## config.mk

```make
export PLATFORM = sky130hd
export DESIGN_NAME = flick_conditioner
export DESIGN_NICKNAME = d
export VERILOG_FILES = /design/src/rtl/flick_pkg.sv /design/src/rtl/sync_2ff.sv /design/src/rtl/flick_conditioner.sv
export SDC_FILE = /design/constraint.sdc
export NUM_CORES = 1
export LEC_CHECK = 0
export CAP_MARGIN = 40
export CORE_AREA = 2 2 39 41
export CTS_BUF_LIST = sky130_fd_sc_hd__clkbuf_8
export CTS_CLUSTER_SIZE = 16
export DETAILED_ROUTE_END_ITERATION = 12
export DIE_AREA = 0 0 41 43
export PLACE_DENSITY_LB_ADDON = 0.1
export SYNTH_ARGS = -nofsm -noshare
export SYNTH_HDL_FRONTEND = slang
export SYNTH_SLANG_ARGS = --single-unit
```

## constraint.sdc

```tcl
create_clock -name clk -period 1.6 [get_ports clk]
set_input_delay 0.16 -clock clk [delete_from_list [all_inputs] [get_ports clk]]
set_output_delay 0.16 -clock clk [all_outputs]
set_load 0.01 [all_outputs]
```

## src/rtl/flick_pkg.sv

```systemverilog
// flick_pkg: shared state encoding and default timing constants for the flick conditioner
package flick_pkg;
  typedef enum logic [1:0] {
    LOW       = 2'd0,
    WAIT_HIGH = 2'd1,
    HIGH      = 2'd2,
    WAIT_LOW  = 2'd3
  } flick_state_t;
  localparam int FLICK_DEBOUNCE_DEF = 16;
  localparam int FLICK_LONG_DEF = 1000;
endpackage

```

## src/rtl/sync_2ff.sv

```systemverilog
// sync_2ff: generic reset-to-0 two-flop synchronizer for asynchronous inputs
module sync_2ff #(
  parameter int W = 1
) (
  input  logic         clk,
  input  logic         reset,
  input  logic [W-1:0] d,
  output logic [W-1:0] q
);
  logic [W-1:0] meta;
  // two back-to-back flops give a metastable first stage a full cycle to settle
  always_ff @(posedge clk or posedge reset)
    if (reset) {q, meta} <= '0;
    else {q, meta} <= {meta, d};
endmodule

```

## src/rtl/flick_conditioner.sv

```systemverilog
// flick_conditioner: debounces btn_raw into a clean flick level with rise/fall pulses; long-press pulse under FLICK_LONG_PRESS_EN
module flick_conditioner
  import flick_pkg::*;
#(
  parameter int DEBOUNCE_CYCLES = FLICK_DEBOUNCE_DEF,
  parameter int LONG_CYCLES = FLICK_LONG_DEF
) (
  input  logic       clk,
  input  logic       reset,
  input  logic       btn_raw,
  output logic       flick,
  output logic       flick_rise,
  output logic       flick_fall,
  output logic       long_press,
  output logic [1:0] state
);
  localparam int CW = $clog2(DEBOUNCE_CYCLES);
  localparam logic [CW-1:0] CNT_LAST = CW'(DEBOUNCE_CYCLES - 1);
  logic sync;
  flick_state_t st, st_n;
  logic [CW-1:0] cnt, cnt_n;
  logic flick_n, rise_n, fall_n;
  sync_2ff #(.W(1)) u_sync (.clk(clk), .reset(reset), .d(btn_raw), .q(sync));
  // a level change is accepted only after DEBOUNCE_CYCLES matching samples; pulses fire on acceptance only
  always_comb begin
    st_n = st;
    cnt_n = cnt;
    flick_n = flick;
    rise_n = 1'b0;
    fall_n = 1'b0;
    case (st)
      LOW:
        if (sync) begin
          st_n = WAIT_HIGH;
          cnt_n = CW'(1);
        end
      WAIT_HIGH:
        if (!sync) begin
          st_n = LOW;
          cnt_n = '0;
        end else if (cnt == CNT_LAST) begin
          st_n = HIGH;
          cnt_n = '0;
          flick_n = 1'b1;
          rise_n = 1'b1;
        end else cnt_n = cnt + 1'b1;
      HIGH:
        if (!sync) begin
          st_n = WAIT_LOW;
          cnt_n = CW'(1);
        end
      WAIT_LOW:
        if (sync) begin
          st_n = HIGH;
          cnt_n = '0;
        end else if (cnt == CNT_LAST) begin
          st_n = LOW;
          cnt_n = '0;
          flick_n = 1'b0;
          fall_n = 1'b1;
        end else cnt_n = cnt + 1'b1;
      default: st_n = LOW;
    endcase
  end
  // state, debounce counter and registered level/pulse outputs
  always_ff @(posedge clk or posedge reset)
    if (reset) begin
      st <= LOW;
      cnt <= '0;
      flick <= 1'b0;
      flick_rise <= 1'b0;
      flick_fall <= 1'b0;
    end else begin
      st <= st_n;
      cnt <= cnt_n;
      flick <= flick_n;
      flick_rise <= rise_n;
      flick_fall <= fall_n;
    end
  assign state = st;
`ifdef FLICK_LONG_PRESS_EN
  localparam int HW = $clog2(LONG_CYCLES + 1);
  localparam logic [HW-1:0] HOLD_MAX = HW'(LONG_CYCLES);
  localparam logic [HW-1:0] HOLD_FIRE = HW'(LONG_CYCLES - 1);
  logic [HW-1:0] hold;
  logic grow;
  assign grow = (st == HIGH) && sync;
  // press duration saturates so long_press fires once per accepted press
  always_ff @(posedge clk or posedge reset)
    if (reset) begin
      hold <= '0;
      long_press <= 1'b0;
    end else begin
      hold <= rise_n ? '0 : (grow && hold != HOLD_MAX) ? hold + 1'b1 : hold;
      long_press <= grow && hold == HOLD_FIRE;
    end
`else
  logic unused_long;
  assign unused_long = ^LONG_CYCLES;
  assign long_press = 1'b0;
`endif
endmodule

```

==> impl_summary.txt <==
----------------------------------------------------
[Setup path]
  WP data arrival ... between 1 and 1.5 ns
  Library cell contributing the largest single delay on the critical path ... sky130_fd_sc_hd__clkdlybuf4s50_1
  List of cells traversed by the critical path ... clkdlybuf4s50_1
  Maximum single-stage delay on the critical path ... ~0.59 ns
  Nature of the critical path startpoint ... flip-flop
  Critical path class ... flip-flop to output pin
  Total buffers and inverters traversed by the critical path ... 1
  Max FO, Critical Path ... 10
  Top delay family on crit path ... buffers and inverters
  Type of destination of the critical path ... output pin
  Required time of the critical path ... 1.44 ns

[CTS]
  Number of clock sinks ... 11
  Clock transition at the register clock pins on the worst setup and hold paths after CTS ... 0.05 ns
  Maximum clock insertion buffer count ... 2
  Post-cts repair resize count ... 0
  TritonCTS Buffers ... 3
  Root buf cell ... sky130_fd_sc_hd__clkbuf_8
  Number of buffers inserted by hold repair at cts ... 0
  Number of H-tree levels ... 1
  TritonCTS clock tree ... done
  Post-CTS Setup Inserts ... 0
  Clock Latency Late Sink ... roughly 0.24 ns

[Yosys]
  Number of warnings reported in the yosys synthesis log ... 0
  Distinct cells, synth ... 24
  Yosys reg bits ... 11
  Sequential-to-total area share from yosys stat ... between 50% and 60%
  Gate count after technology mapping ... 42
  EDFF count, synth ... 0
  Avg Cell Area, Syn ... 11.6 sq um
  Area of the mapped netlist ... roughly 490 sq um
  Primary flip-flop cell chosen by synthesis mapping ... sky130_fd_sc_hd__dfrtp_1
  Async set-reset flop share out of synthesis ... 100%
  Net Count, Synth ... 46

[Floorplan]
  Effective utilization at floorplan ... 35.1%
  Die outline area ... around 0.0018 sq mm
  Overall die width ... between 40 and 50 microns
  DIE HEIGHT ... about 43 microns
  # IOs ... 9
  Core footprint ... 0.00138 sq mm
  Num rows ... 14

[Drt]
  Drt first-iter violations ... 1
  DR pass1 iterations ... 3
  Routed via count ... about 340
  Routed wire per std cell ... about 12 microns
  Post-route antenna net violation count ... 0
  Drt drc ... 0
  Via-per-instance ratio ... roughly 5
  Final Routed Wirelength ... approximately 790 microns

[Finish]
  Proportion of layout cells with a drive suffix above 1 ... roughly 18%
  Number of antenna repair diodes ... 0
  Leading cell type in the layout, fill and taps excluded ... sky130_fd_sc_hd__dfrtp_1
  Most frequent cells in the layout ... sky130_fd_sc_hd__dfrtp_1, sky130_fd_sc_hd__clkdlybuf4s50_1, sky130_fd_sc_hd__inv_1, sky130_fd_sc_hd__nand2_1, sky130_fd_sc_hd__clkbuf_8
  Synth-to-Final Area Change ... 25.3%
  Final std cell area, no fill ... 608 sq um
  Net count of the finished layout ... 56

[STA]
  Setup repair after global routing missed its margin ... no
  Final Hold Viols ... 0
  Final critical-path share of the clock period ... 93.7%
  Maximum clock frequency ... ~670 MHz
  Setup total negative slack ... 0 ns
  Number of pins with negative max-slew slack in the final report ... 0
  Clock Skew ... roughly 0.0038 ns
  Setup violation total in the final timing report ... 0
  Period minus WS final ... 1.50 ns

[Pwr]
  Areal power density over the cells ... between 1000 and 1500 mW/mm^2
  Worst vdd rail ir drop ... a little over 500 uV
  Leakage power total ... about 0.00026 uW

[Global route]
  Initial antenna violation count ... 0
  Overflow left after global routing ... 0
  Pin count of the biggest net entering global routing ... 12
  Global Route met1 Usage ... ~16%
  Wire length of the first global-routing pass ... 1.30 mm
  Combined global-route utilization of all metal layers ... 11.8%
  Global routing met3 resource utilization ... about 4.7%
  Met2 usage in global routing ... between 10% and 20%
  Vias in the first global route ... approximately 310
  Peak-usage layer in the global routing report ... met1

[Worst hold path]
  Worst min-delay path class ... primary input to async pin

[Flow run]
  Reported max-cap violation count ... 0

[Placed design]
  Instance area at placement ... 563 sq um
  Number of buffers inserted by port buffering ... 7
  Detailed placement HPWL ... 567 microns
  RD Place Congestion ... 0.810

[Outcome]
  Status ... finished, final reports clean

----------------------------------------------------
## path summary, 6_finish.rpt
check / startpoint / end / slack, ns / cells past startpoint
max in group asynchronous: reset / flick_fall$_DFF_PP0_ / 1.09 / 2
hold reg to reg: u_sync.meta$_DFF_PP0_ / u_sync.q$_DFF_PP0_ / 0.35 / 0
setup reg to reg: cnt[0]$_DFFE_PP0P_ / flick$_DFFE_PP0P_ / 0.19 / 4
hold / removal: reset / cnt[2]$_DFFE_PP0P_ / 0.22 / 2
min in group clk: u_sync.meta$_DFF_PP0_ / u_sync.q$_DFF_PP0_ / 0.35 / 0
setup / recovery: state[0]$_DFFE_PP0P_ / state[0] / 0.10 / 1
## synthesized netlist by cell type (2+ instances only)
master / count / area share, %
sky130_fd_sc_hd__and2_2: 2 / 3.1
sky130_fd_sc_hd__nand2_1: 3 / 2.3
sky130_fd_sc_hd__o21ai_0: 2 / 2.1
sky130_fd_sc_hd__nor3_1: 2 / 2.1
sky130_fd_sc_hd__dfrtp_1: 11 / 57
sky130_fd_sc_hd__inv_1: 3 / 2.3
sky130_fd_sc_hd__nand4_1: 2 / 2.6
## flip-flops by register name (all words and copies together) (netlist names), named ones only
register     cells
cnt              4
flick            1
flick_fall       1
flick_rise       1
state            1
u_sync.meta      1
u_sync.q         1
## power breakdown
part,internal [uW],leakage (uW),switching (uW),total [uW]
registers,291,0.000138,14.8,306
clock network,168,0.0000269,104,273
logic,22.3,0.0000985,23.1,45.4
## layout make-up
class	count	area [sq um]
fill	130	776
sequential	11	275
multi-input combinational	26	186
timing repair buffer	7	70.1
clock buffer	3	41.3
tap	16	20.0
inverter	3	11.3
clock inverter	1	3.75
## per-stage QoR
stage	power, uW	std cells	worst slack (ns)	util (%)	hold WS [ns]
final	624	67	0.102	43.9	0.217
after global routing	658	67	0.0449	43.9	0.277
after CTS	636	67	0.0945	43.9	0.239
after detailed placement	357	63	0.201	40.7	0.344
after global placement	356	63	0.227	40.7	0.341
after floorplan	343	42	0.268	-	0.0124
## routing by layer
| metal | up-vias | wire [microns] | part of all wire [%] |
|---|---|---|---|
| met2 | 10 | 372 | 47 |
| met4 | 0 | 13 | 1.6 |
| met1 | 159 | 368 | 47 |
| met5 | - | 0 | 0 |
| met3 | 2 | 36 | 4.6 |
| li1 | 168 | - | - |
## kinds of logic after synthesis
logic type                 share of synthesized area (%)
AOI/OAI and AO/OA                                   12.9
xor gates and xnor gates                            3.35
adders and majority gates                           2.58
buffers and inverters                               4.90
DFF                                                 56.7
other                                              0.772
and+or+nand+nor                                     18.8
Power figures use the tool's default switching activity.
